--- src/rtl/lut_layer_sequencer_if.sv ---
// Bundle of the sequencer's config, input-vector and result handshakes.
// master = the block that feeds the sequencer; slave = the sequencer itself.
interface lut_layer_sequencer_if #(
  parameter int NEURONS = 8,
  parameter int FANIN   = 8
);
  logic                        cfg_we;
  logic [$clog2(NEURONS)-1:0]  cfg_neuron;
  logic [FANIN-1:0]            cfg_addr;
  logic                        cfg_data;
  logic                        cfg_ready;
  logic                        s_valid;
  logic [NEURONS*FANIN-1:0]    s_data;
  logic                        s_ready;
  logic                        m_valid;
  logic [NEURONS-1:0]          m_data;
  logic                        m_ready;

  modport master (
    output cfg_we, cfg_neuron, cfg_addr, cfg_data, s_valid, s_data, m_ready,
    input  cfg_ready, s_ready, m_valid, m_data
  );

  modport slave (
    input  cfg_we, cfg_neuron, cfg_addr, cfg_data, s_valid, s_data, m_ready,
    output cfg_ready, s_ready, m_valid, m_data
  );
endinterface

--- src/rtl/lut_layer_sequencer.sv ---
// Layer of 1-bit LUT neurons sharing a single lookup path: one neuron is
// evaluated per cycle, the result vector is held until the consumer takes it.
module lut_layer_sequencer #(
  parameter int NEURONS = 8,
  parameter int FANIN   = 8
) (
  input  logic                   clk,
  input  logic                   rst,
  lut_layer_sequencer_if.slave   bus,
  output logic                   busy
);
  localparam int NW    = $clog2(NEURONS);
  localparam int DEPTH = 1 << FANIN;
  localparam logic [NW:0]   NEURONS_EXT = (NW+1)'(NEURONS);
  localparam logic [NW-1:0] LAST_IDX    = NW'(NEURONS - 1);

  typedef enum logic [1:0] {IDLE, EVAL, HOLD} state_t;

  state_t                   state_q, state_d;
  logic [NW-1:0]            idx_q, idx_d;
  logic [NEURONS-1:0]       result_q, result_d;
  logic [NEURONS*FANIN-1:0] in_q, in_d;

  // Truth tables survive reset; there is deliberately no clear path.
  logic [DEPTH-1:0]         table_q [NEURONS];

  logic [FANIN-1:0]         slice [NEURONS];
  logic                     idle;
  logic                     cfg_hit;
  logic                     lut_bit;

  for (genvar g = 0; g < NEURONS; g++) begin : g_slice
    assign slice[g] = in_q[g*FANIN +: FANIN];
  end

  assign idle    = (state_q == IDLE);
  assign cfg_hit = bus.cfg_we && idle && ({1'b0, bus.cfg_neuron} < NEURONS_EXT);
  assign lut_bit = table_q[idx_q][slice[idx_q]];

  // A write accepted on the same edge as an input accept lands before the
  // first EVAL read, so the new entry is seen by that evaluation.
  always_ff @(posedge clk) begin
    if (cfg_hit) begin
      table_q[bus.cfg_neuron][bus.cfg_addr] <= bus.cfg_data;
    end
  end

  always_comb begin
    state_d  = state_q;
    idx_d    = idx_q;
    result_d = result_q;
    in_d     = in_q;
    case (state_q)
      IDLE: begin
        if (bus.s_valid) begin
          in_d     = bus.s_data;
          result_d = '0;
          idx_d    = '0;
          state_d  = EVAL;
        end
      end
      EVAL: begin
        result_d[idx_q] = lut_bit;
        if (idx_q == LAST_IDX) begin
          idx_d   = '0;
          state_d = HOLD;
        end else begin
          idx_d = idx_q + NW'(1);
        end
      end
      HOLD: begin
        if (bus.m_ready) begin
          state_d = IDLE;
        end
      end
      default: state_d = IDLE;
    endcase
  end

  always_ff @(posedge clk) begin
    if (rst) begin
      state_q  <= IDLE;
      idx_q    <= '0;
      result_q <= '0;
      in_q     <= '0;
    end else begin
      state_q  <= state_d;
      idx_q    <= idx_d;
      result_q <= result_d;
      in_q     <= in_d;
    end
  end

  assign bus.s_ready   = idle;
  assign bus.cfg_ready = idle;
  assign bus.m_valid   = (state_q == HOLD);
  assign bus.m_data    = result_q;
  assign busy          = !idle;
endmodule

--- src/flat_wrapper.sv ---
// flat-port wrapper written by rule: the top's interface ports become plain ports
module lut_layer_sequencer_flat 
#(
  parameter int NEURONS = 8,
  parameter int FANIN   = 8
)
  (clk, rst, busy, bus_cfg_we, bus_cfg_neuron, bus_cfg_addr, bus_cfg_data, bus_s_valid, bus_s_data, bus_m_ready, bus_cfg_ready, bus_s_ready, bus_m_valid, bus_m_data);
  lut_layer_sequencer_if #(.NEURONS(NEURONS), .FANIN(FANIN)) bus_i ();
  input  logic clk;
  input  logic rst;
  output logic busy;
  input wire logic [$bits(bus_i.cfg_we)-1:0] bus_cfg_we;
  input wire logic [$bits(bus_i.cfg_neuron)-1:0] bus_cfg_neuron;
  input wire logic [$bits(bus_i.cfg_addr)-1:0] bus_cfg_addr;
  input wire logic [$bits(bus_i.cfg_data)-1:0] bus_cfg_data;
  input wire logic [$bits(bus_i.s_valid)-1:0] bus_s_valid;
  input wire logic [$bits(bus_i.s_data)-1:0] bus_s_data;
  input wire logic [$bits(bus_i.m_ready)-1:0] bus_m_ready;
  output wire logic [$bits(bus_i.cfg_ready)-1:0] bus_cfg_ready;
  output wire logic [$bits(bus_i.s_ready)-1:0] bus_s_ready;
  output wire logic [$bits(bus_i.m_valid)-1:0] bus_m_valid;
  output wire logic [$bits(bus_i.m_data)-1:0] bus_m_data;
  assign bus_i.cfg_we = bus_cfg_we;
  assign bus_i.cfg_neuron = bus_cfg_neuron;
  assign bus_i.cfg_addr = bus_cfg_addr;
  assign bus_i.cfg_data = bus_cfg_data;
  assign bus_i.s_valid = bus_s_valid;
  assign bus_i.s_data = bus_s_data;
  assign bus_i.m_ready = bus_m_ready;
  assign bus_cfg_ready = bus_i.cfg_ready;
  assign bus_s_ready = bus_i.s_ready;
  assign bus_m_valid = bus_i.m_valid;
  assign bus_m_data = bus_i.m_data;
  lut_layer_sequencer #(.NEURONS(NEURONS), .FANIN(FANIN)) u_core (.clk(clk), .rst(rst), .bus(bus_i), .busy(busy));
endmodule
--- config.mk ---
export PLATFORM = sky130hd
export DESIGN_NAME = lut_layer_sequencer_flat
export DESIGN_NICKNAME = d
export VERILOG_FILES = /design/src/rtl/lut_layer_sequencer_if.sv /design/src/rtl/lut_layer_sequencer.sv /design/src/flat_wrapper.sv
export SDC_FILE = /design/constraint.sdc
export NUM_CORES = 2
export LEC_CHECK = 0
export ABC_AREA = 1
export CAP_MARGIN = 20
export CELL_PAD_IN_SITES_DETAIL_PLACEMENT = 1
export CELL_PAD_IN_SITES_GLOBAL_PLACEMENT = 1
export CORE_ASPECT_RATIO = 0.5
export CORE_UTILIZATION = 35
export DETAILED_ROUTE_END_ITERATION = 6
export PLACE_DENSITY = 0.64
export SKIP_LAST_GASP = 1
export SYNTH_ARGS = -nofsm -noshare
export SYNTH_HDL_FRONTEND = slang
export SYNTH_SLANG_ARGS = --single-unit
--- constraint.sdc ---
create_clock -name clk -period 3.2 [get_ports clk]
set_clock_uncertainty 0.2 [all_clocks]
set_input_delay 0.96 -clock clk [delete_from_list [all_inputs] [get_ports clk]]
set_output_delay 0.96 -clock clk [all_outputs]
set_load 0.01 [all_outputs]
Word-level counts from Yosys, hierarchy flattened
Memories as Yosys holds them, arrays and structs flattened. A register that Yosys moved wholly into a read port is not among the register bits.
Cells that the tools add are included.
{ "totals": {"out_inout_bits": 12, "ff_bits": 77, "word_cells": 51, "ram_bits": 2048, "n_memories": 1, "inputBits": 81} }
{ "classes": {"n_lt_le_gt_ge": 6, "eq_ne": 6, "mux": 23, "reduce_logical": 9, "bitwise_logic": 1, "addsub": 1} }
{ "mem_list": {"columns": ["name", "depth", "word_bits", "read_ports", "rd_ports_with_merged_regs", "wr", "line_no", "text"], "rows": [
  ["u_core.table_q", 8, 256, 1, 1, 1, "lut_layer_sequencer.sv:25", "logic [DEPTH-1:0] table_q [NEURONS];"]
]} }
{ "ops": {"columns": ["cell", "count"], "rows": [
  ["two-way mux 256 bit", 1],
  ["binary-select mux 8 bit (select 3 bit)", 1],
  ["two-way mux 8 bit", 3],
  ["less-than comparator 8 x 9 -> 1 bit, second input constant", 2],
  ["one-hot mux 8 bit (2 select lines)", 1],
  ["two-way mux 3 bit", 4],
  ["binary-select mux 1 bit (select 8 bit)", 1],
  ["bitwise mux 8 bit", 1],
  ["demux 1 bit (select 8 bit)", 1],
  ["greater-or-equal comparator 8 x 1 -> 1 bit, second input constant", 1],
  ["two-way mux 2 bit", 3],
  ["one-hot mux 2 bit (3 select lines)", 1],
  ["one-hot mux 3 bit (2 select lines)", 1],
  ["greater-or-equal comparator 4 bit, second input constant", 1],
  ["less-than comparator 3 x 4 -> 1 bit, second input constant", 1],
  ["two-way mux 1 bit", 4],
  ["!= test 2 bit, second input constant", 2],
  ["NOT 3 -> 4 bit", 1],
  ["AND reduction 2 bit", 2],
  ["adder 3 x 1 -> 3 bit, second input constant", 1],
  ["demux 1 bit (select 3 bit)", 1],
  ["equality test 3 bit, second input constant", 1],
  ["greater-or-equal comparator 3 x 1 -> 1 bit, second input constant", 1],
  ["logical AND 1 bit", 3],
  ["7 further kinds", 7]
]} }

Depth between registers and ports, before layout
{ "depth": {"ltp_word": 8, "ltp_mapped": 23, "depth_no_buf": 20} }

Worst setup path before layout
Ideal clock, no wire load.
{ "synth_path": {"path_kind": "input-to-reg", "start": "input port bus_cfg_we", "end": "memory u_core.table_q[0][104] (netlist name) (enable)", "cell_stages": 6, "t_arrival_ns": 2.305, "t_required_ns": 2.700, "path_slack_ns": 0.394, "setup_ns": 0.300, "n_path_buf": 2, "cell_sequence": "nand2_1 -> clkbuf_1 -> nor3_1 -> clkbuf_1 -> nand2_1 -> nor2_1"} }
{ "synth_via": {"elab_chain_cells": 3} }
{ "synth_lines": {"columns": ["item", "line_no", "text"], "rows": [
  ["from (decl)", "flat_wrapper.sv:12", "input wire logic [$bits(bus_i.cfg_we)-1:0] bus_cfg_we;"],
  ["logical AND 1 bit", "lut_layer_sequencer.sv:37", "assign cfg_hit = bus.cfg_we && idle && ({1'b0, bus.cfg_neuron} < NEURONS_EXT);"],
  ["two-way mux 1 bit", "lut_layer_sequencer.sv:43", "if (cfg_hit) begin"],
  ["two-way mux 256 bit (not written as such)", "lut_layer_sequencer.sv:44", "table_q[bus.cfg_neuron][bus.cfg_addr] <= bus.cfg_data;"],
  ["to (decl)", "lut_layer_sequencer.sv:25", null]
]} }
No other way between the ends.

Worst setup path in the final report
{ "layout_path": {"start": "register u_core.idx_q[0]", "end": "register u_core.result_q[0] (netlist: u_core.bus.m_data[0])"} }
{ "layout_via": {"elab_chain_cells": 8, "word_cells_on_any_way": 13, "classes_between": "order compare: 2; mux: 9; bitwise: 1; reduce/logical: 1"} }
{ "layout_lines": {"columns": ["item", "line_no", "text"], "rows": [
  ["from (decl)", "lut_layer_sequencer.sv:20", "logic [NW-1:0] idx_q, idx_d;"],
  ["from (signal assigned)", "lut_layer_sequencer.sv:88", "idx_q <= idx_d;"],
  ["NOT 3 -> 4 bit (not written as such)", "lut_layer_sequencer.sv:38", "assign lut_bit = table_q[idx_q][slice[idx_q]];"],
  ["binary-select mux 8 bit (select 3 bit)", "lut_layer_sequencer.sv:38", null],
  ["two-way mux 8 bit (not written as such) (2 in a row)", "lut_layer_sequencer.sv:38", null],
  ["binary-select mux 1 bit (select 8 bit)", "lut_layer_sequencer.sv:38", null],
  ["two-way mux 1 bit (not written as such)", "lut_layer_sequencer.sv:38", null],
  ["bitwise mux 8 bit (*)", "lut_layer_sequencer.sv:63", "result_d[idx_q] = lut_bit;"],
  ["one-hot mux 8 bit (2 select lines) (*)", "lut_layer_sequencer.sv:53", "case (state_q)"],
  ["to (signal assigned)", "lut_layer_sequencer.sv:89", "result_q <= result_d;"],
  ["to (decl)", "lut_layer_sequencer.sv:21", "logic [NEURONS-1:0] result_q, result_d;"]
]} }
Mark *: on every way between the ends. The rest lies on a longest branch, timed or not. The select of a mux whose other input is x is not followed.
A chain may end at the register's enable or synchronous reset.

==> reports/metrics.cfg <==
[status]
status=complete, but fails checks
violations=negative setup slack

[job]
max_cap_violations=0

[synthesis]
synth_area_um2=95470
synth-adder-area-share=0.0002621
ys_ff_latch=2128
synth_compound_area_frac=0.07888
yosysUniqueCellTypes=31
post_synth.cell_area_avg_um2=9.812
synth-xor-area-share=0
number_of_standard_cells_after_synthesis=9730
ys_warn_count=0
post_synth_mux_area_share=0
dominant_combinational_cell_family_by_area_after_synthesis=simple AND/OR/NAND/NOR gates
post_synth_and_or_nand_nor_area_fraction=0.2198
sequential_share_of_the_synthesized_area=0.6609
syn_nets=9813

[worst_setup_path]
r2r_start=u_core.idx_q[0]
category_of_the_critical_setup_timing_path=reg -> reg
cpMaxStageDelayCell=sky130_fd_sc_hd__dfxtp_4
worst_setup_path_end_kind=flop
cp-startpoint=u_core.idx_q[0]
critical_path.most_common_cell=sky130_fd_sc_hd__nand3_4
timing.critical_path.buf_inv=7
cp_top_family=simple AND/OR/NAND/NOR gates
crit_path_start_kind=flop
crit_arrival_ns=3.81
critical_path_peak_fanout=8
critical_path.cell_chain=inv_4 -> buf_4 -> nand2_2 -> o22ai_1 -> nor2_2 -> nand2_4 -> inv_8 -> buf_6 -> clkbuf_16 -> nand3_1 -> buf_4 -> nand3_1 -> nand3_4 -> nand3_4 -> nand3_4 -> nand3_4 -> nand3_2 -> nand2_1 -> inv_1
worst_ep_required_time_ns=3.78
critical-path-max-stage-delay_ns=0.41

[final_layout]
area_taken_by_multi_input_logic_gates_um2=29890
layout_net_count=10210
drive_above_1_share=0.1311
layout.area.seq_um2=63120
synthToLayoutAreaGrowth_pct=21.36
fin_cells=13930
final.fill_count=29980

[drt]
drt_iter0_drc=7619
post_drt_via_cell_ratio=5.418
drc_errors=0
routed-via-count=75460
drt_first_pass_iters=6
postRouteAntennaNets=0
avgRoutedWirePerCell_um=24.56
wirelength_routed_mm=342.0

[global_route]
wire_length_of_the_first_global_routing_pass_mm=494.2
grt_overflow_total=0
grt_max_degree=133
first_global_vias=75370
antenna_found_initial=13
grt_use_total=0.2393

[cts]
cts_buffers=213
cts.reportedPaths.clkPinSlew_ns=0.07
cts-root-to-sink-buffers=4
cts_tree=built
insertion_delay_ns=0.87
cts.root.buffer_cell=sky130_fd_sc_hd__clkbuf_16
depth_of_the_cts_h_tree=4
postCtsHoldBufs=0
cts.sink_count=2128

[power_and_ir_drop]
p_leak_nw=38.58
power_w=0.06429
power.ir.vdd_worst_mv=0.4485
power-per-cell-area_nw_per_um2=554.9

[place]
place_hpwl_mm=197.9
gp_congestion=0.8132
dp.cells=13440
place.port_buffers=92

[worst_hold_path]
holdCritPathClass=reg -> reg
hold_path_startpoint=u_core.in_q[41]

[floorplan]
die_area_um2=275000
total_number_of_placement_rows=135
initial_utilization=0.3524
floorplan.core_area_um2=270900
die_h_um=371.3
chipWidth_um=740.6
design.portCount=93

[timing]
layout_worst_path_cycle_share=1.009
least_setup_slack_across_all_paths_after_layout_ns=-0.02722
report.final.hold_viol_count=0
timing.setup.tns_ns=-0.06486
slew_worst_pin_ns=0.6756
slew_violations=0
finalHoldWorstSlack_ns=0.2629
setup_viol=4
slew-limit-headroom=0.5496
rsz0062_at_grt=true
fmaxAchievable_ghz=0.3099
min_tclk_post_route_ns=3.227

==> synthesized netlist by cell type (all sizes together) <==
library cell | instances | area [um2]
o211ai | 110 | 825.8
nor3 | 21 | 110.1
o22a | 1 | 8.760
clkbuf | 429 | 1610
o22ai | 72 | 450.4
nor2 | 3848 | 14440
nand4 | 3 | 18.77
clkinv | 1 | 3.750
nand3 | 591 | 3003
buf | 300 | 1941
dfxtp | 80 | 1602
ha | 2 | 25.02
nand2 | 902 | 3393
o21ai | 1228 | 6146
edfxtp | 2048 | 61500
inv | 73 | 281.5
a211oi | 2 | 15.01
a21oi | 17 | 85.08
or2 | 2 | 12.51
==> cells in the final DEF, fill, tap and decap left out, types with 71 or more instances in the layout <==
cell type	instances
sky130_fd_sc_hd__dfxtp_1	73
sky130_fd_sc_hd__o211ai_1	110
sky130_fd_sc_hd__buf_12	234
sky130_fd_sc_hd__nand2_1	866
sky130_fd_sc_hd__buf_4	469
sky130_fd_sc_hd__nor2_1	3821
sky130_fd_sc_hd__nand3_2	114
sky130_fd_sc_hd__clkbuf_16	233
sky130_fd_sc_hd__o21ai_0	801
sky130_fd_sc_hd__clkdlybuf4s50_1	87
sky130_fd_sc_hd__o21ai_1	418
sky130_fd_sc_hd__nand3_1	438
sky130_fd_sc_hd__edfxtp_1	2048
sky130_fd_sc_hd__o22ai_1	71
==> metrics by stage <==
stage               worst slack (ns)  utilization  instance area [um2]
floorplan                     0.3940            -                95470
global placement             -0.6502       0.3908               105900
detailed placement           -0.6366       0.3908               105900
CTS                         -0.06192       0.4206               114000
global route                 -0.1397       0.4277               115900
finish                      -0.02722       0.4277               115900
==> power breakdown <==
part / switching (W) / total (W) / internal, W / leakage (nW)
combinational: 0.00641 / 0.00990 / 0.00349 / 16.5
clock: 0.0111 / 0.0237 / 0.0127 / 3.02
sequential: 0.0000684 / 0.0306 / 0.0306 / 19.1
==> registers in the layout, indices dropped and copies added, names as in the netlist, named ones only <==
signal,flops
u_core.idx_q,3
u_core.bus.m_data,8
u_core.table_q,2048
u_core.in_q,64
u_core.state_q,2
==> cell type report <==
class / count / area share
antenna: 4 / 0.00008638
clock buffer: 273 / 0.04831
clock inverter: 104 / 0.005151
inverter: 74 / 0.003315
multi-input combinational: 6799 / 0.2579
sequential: 2128 / 0.5448
tap: 3630 / 0.03920
timing repair buffer: 912 / 0.1008
timing repair inverter: 3 / 0.0004967
==> per-layer routing <==
| metal | part of all wire | track usage | vias to the layer above |
|---|---|---|---|
| met5 | 0.000032 | 0 | - |
| met4 | 0.026 | 0.06916 | 2 |
| met3 | 0.069 | 0.03815 | 431 |
| met2 | 0.46 | 0.3907 | 2274 |
| met1 | 0.44 | 0.3309 | 38870 |
| li1 | - | - | 33890 |
==> kinds of logic (layout without fill, tap and decap cells) <==
kind of cell | count (synthesis) | in the layout
simple gates | 5367 | 5367
flops | 2128 | 2128
compound gates | 1430 | 1430
fa+ha+maj | 2 | 2
buf+inv | 803 | 1366
other cells | 0 | 4
==> repair_timing <==
item,in CTS,in global routing
setup endpoints to repair,12,9
endpoints found under the hold margin,0,0
gates cloned,25,20
pin swaps,26,71
buffers inserted,26,43
resized for setup,214,303
==> path summary, 6_finish.rpt <==
check | to | slack, ns | cells past startpoint
max reg2reg | u_core.bus.m_data[0] | -0.03 | 19
max | u_core.bus.m_data[0] | -0.03 | 19
min reg2reg | u_core.in_q[41] | 0.26 | 2
min | u_core.in_q[41] | 0.26 | 2
==> worst register-to-register path: stages, from the launching register on <==
cell and delay (ns):
sky130_fd_sc_hd__dfxtp_4 0.41, sky130_fd_sc_hd__inv_4 0.06, sky130_fd_sc_hd__buf_4 0.17, sky130_fd_sc_hd__nand2_2 0.13, sky130_fd_sc_hd__o22ai_1 0.11, sky130_fd_sc_hd__nor2_2 0.22, sky130_fd_sc_hd__nand2_4 0.19, sky130_fd_sc_hd__inv_8 0.14
sky130_fd_sc_hd__buf_6 0.14, sky130_fd_sc_hd__clkbuf_16 0.18, sky130_fd_sc_hd__nand3_1 0.12, sky130_fd_sc_hd__buf_4 0.19, sky130_fd_sc_hd__nand3_1 0.12, sky130_fd_sc_hd__nand3_4 0.13, sky130_fd_sc_hd__nand3_4 0.11, sky130_fd_sc_hd__nand3_4 0.08
sky130_fd_sc_hd__nand3_4 0.19, sky130_fd_sc_hd__nand3_2 0.13, sky130_fd_sc_hd__nand2_1 0.09, sky130_fd_sc_hd__inv_1 0.04
(Power assumes the default switching activity.)
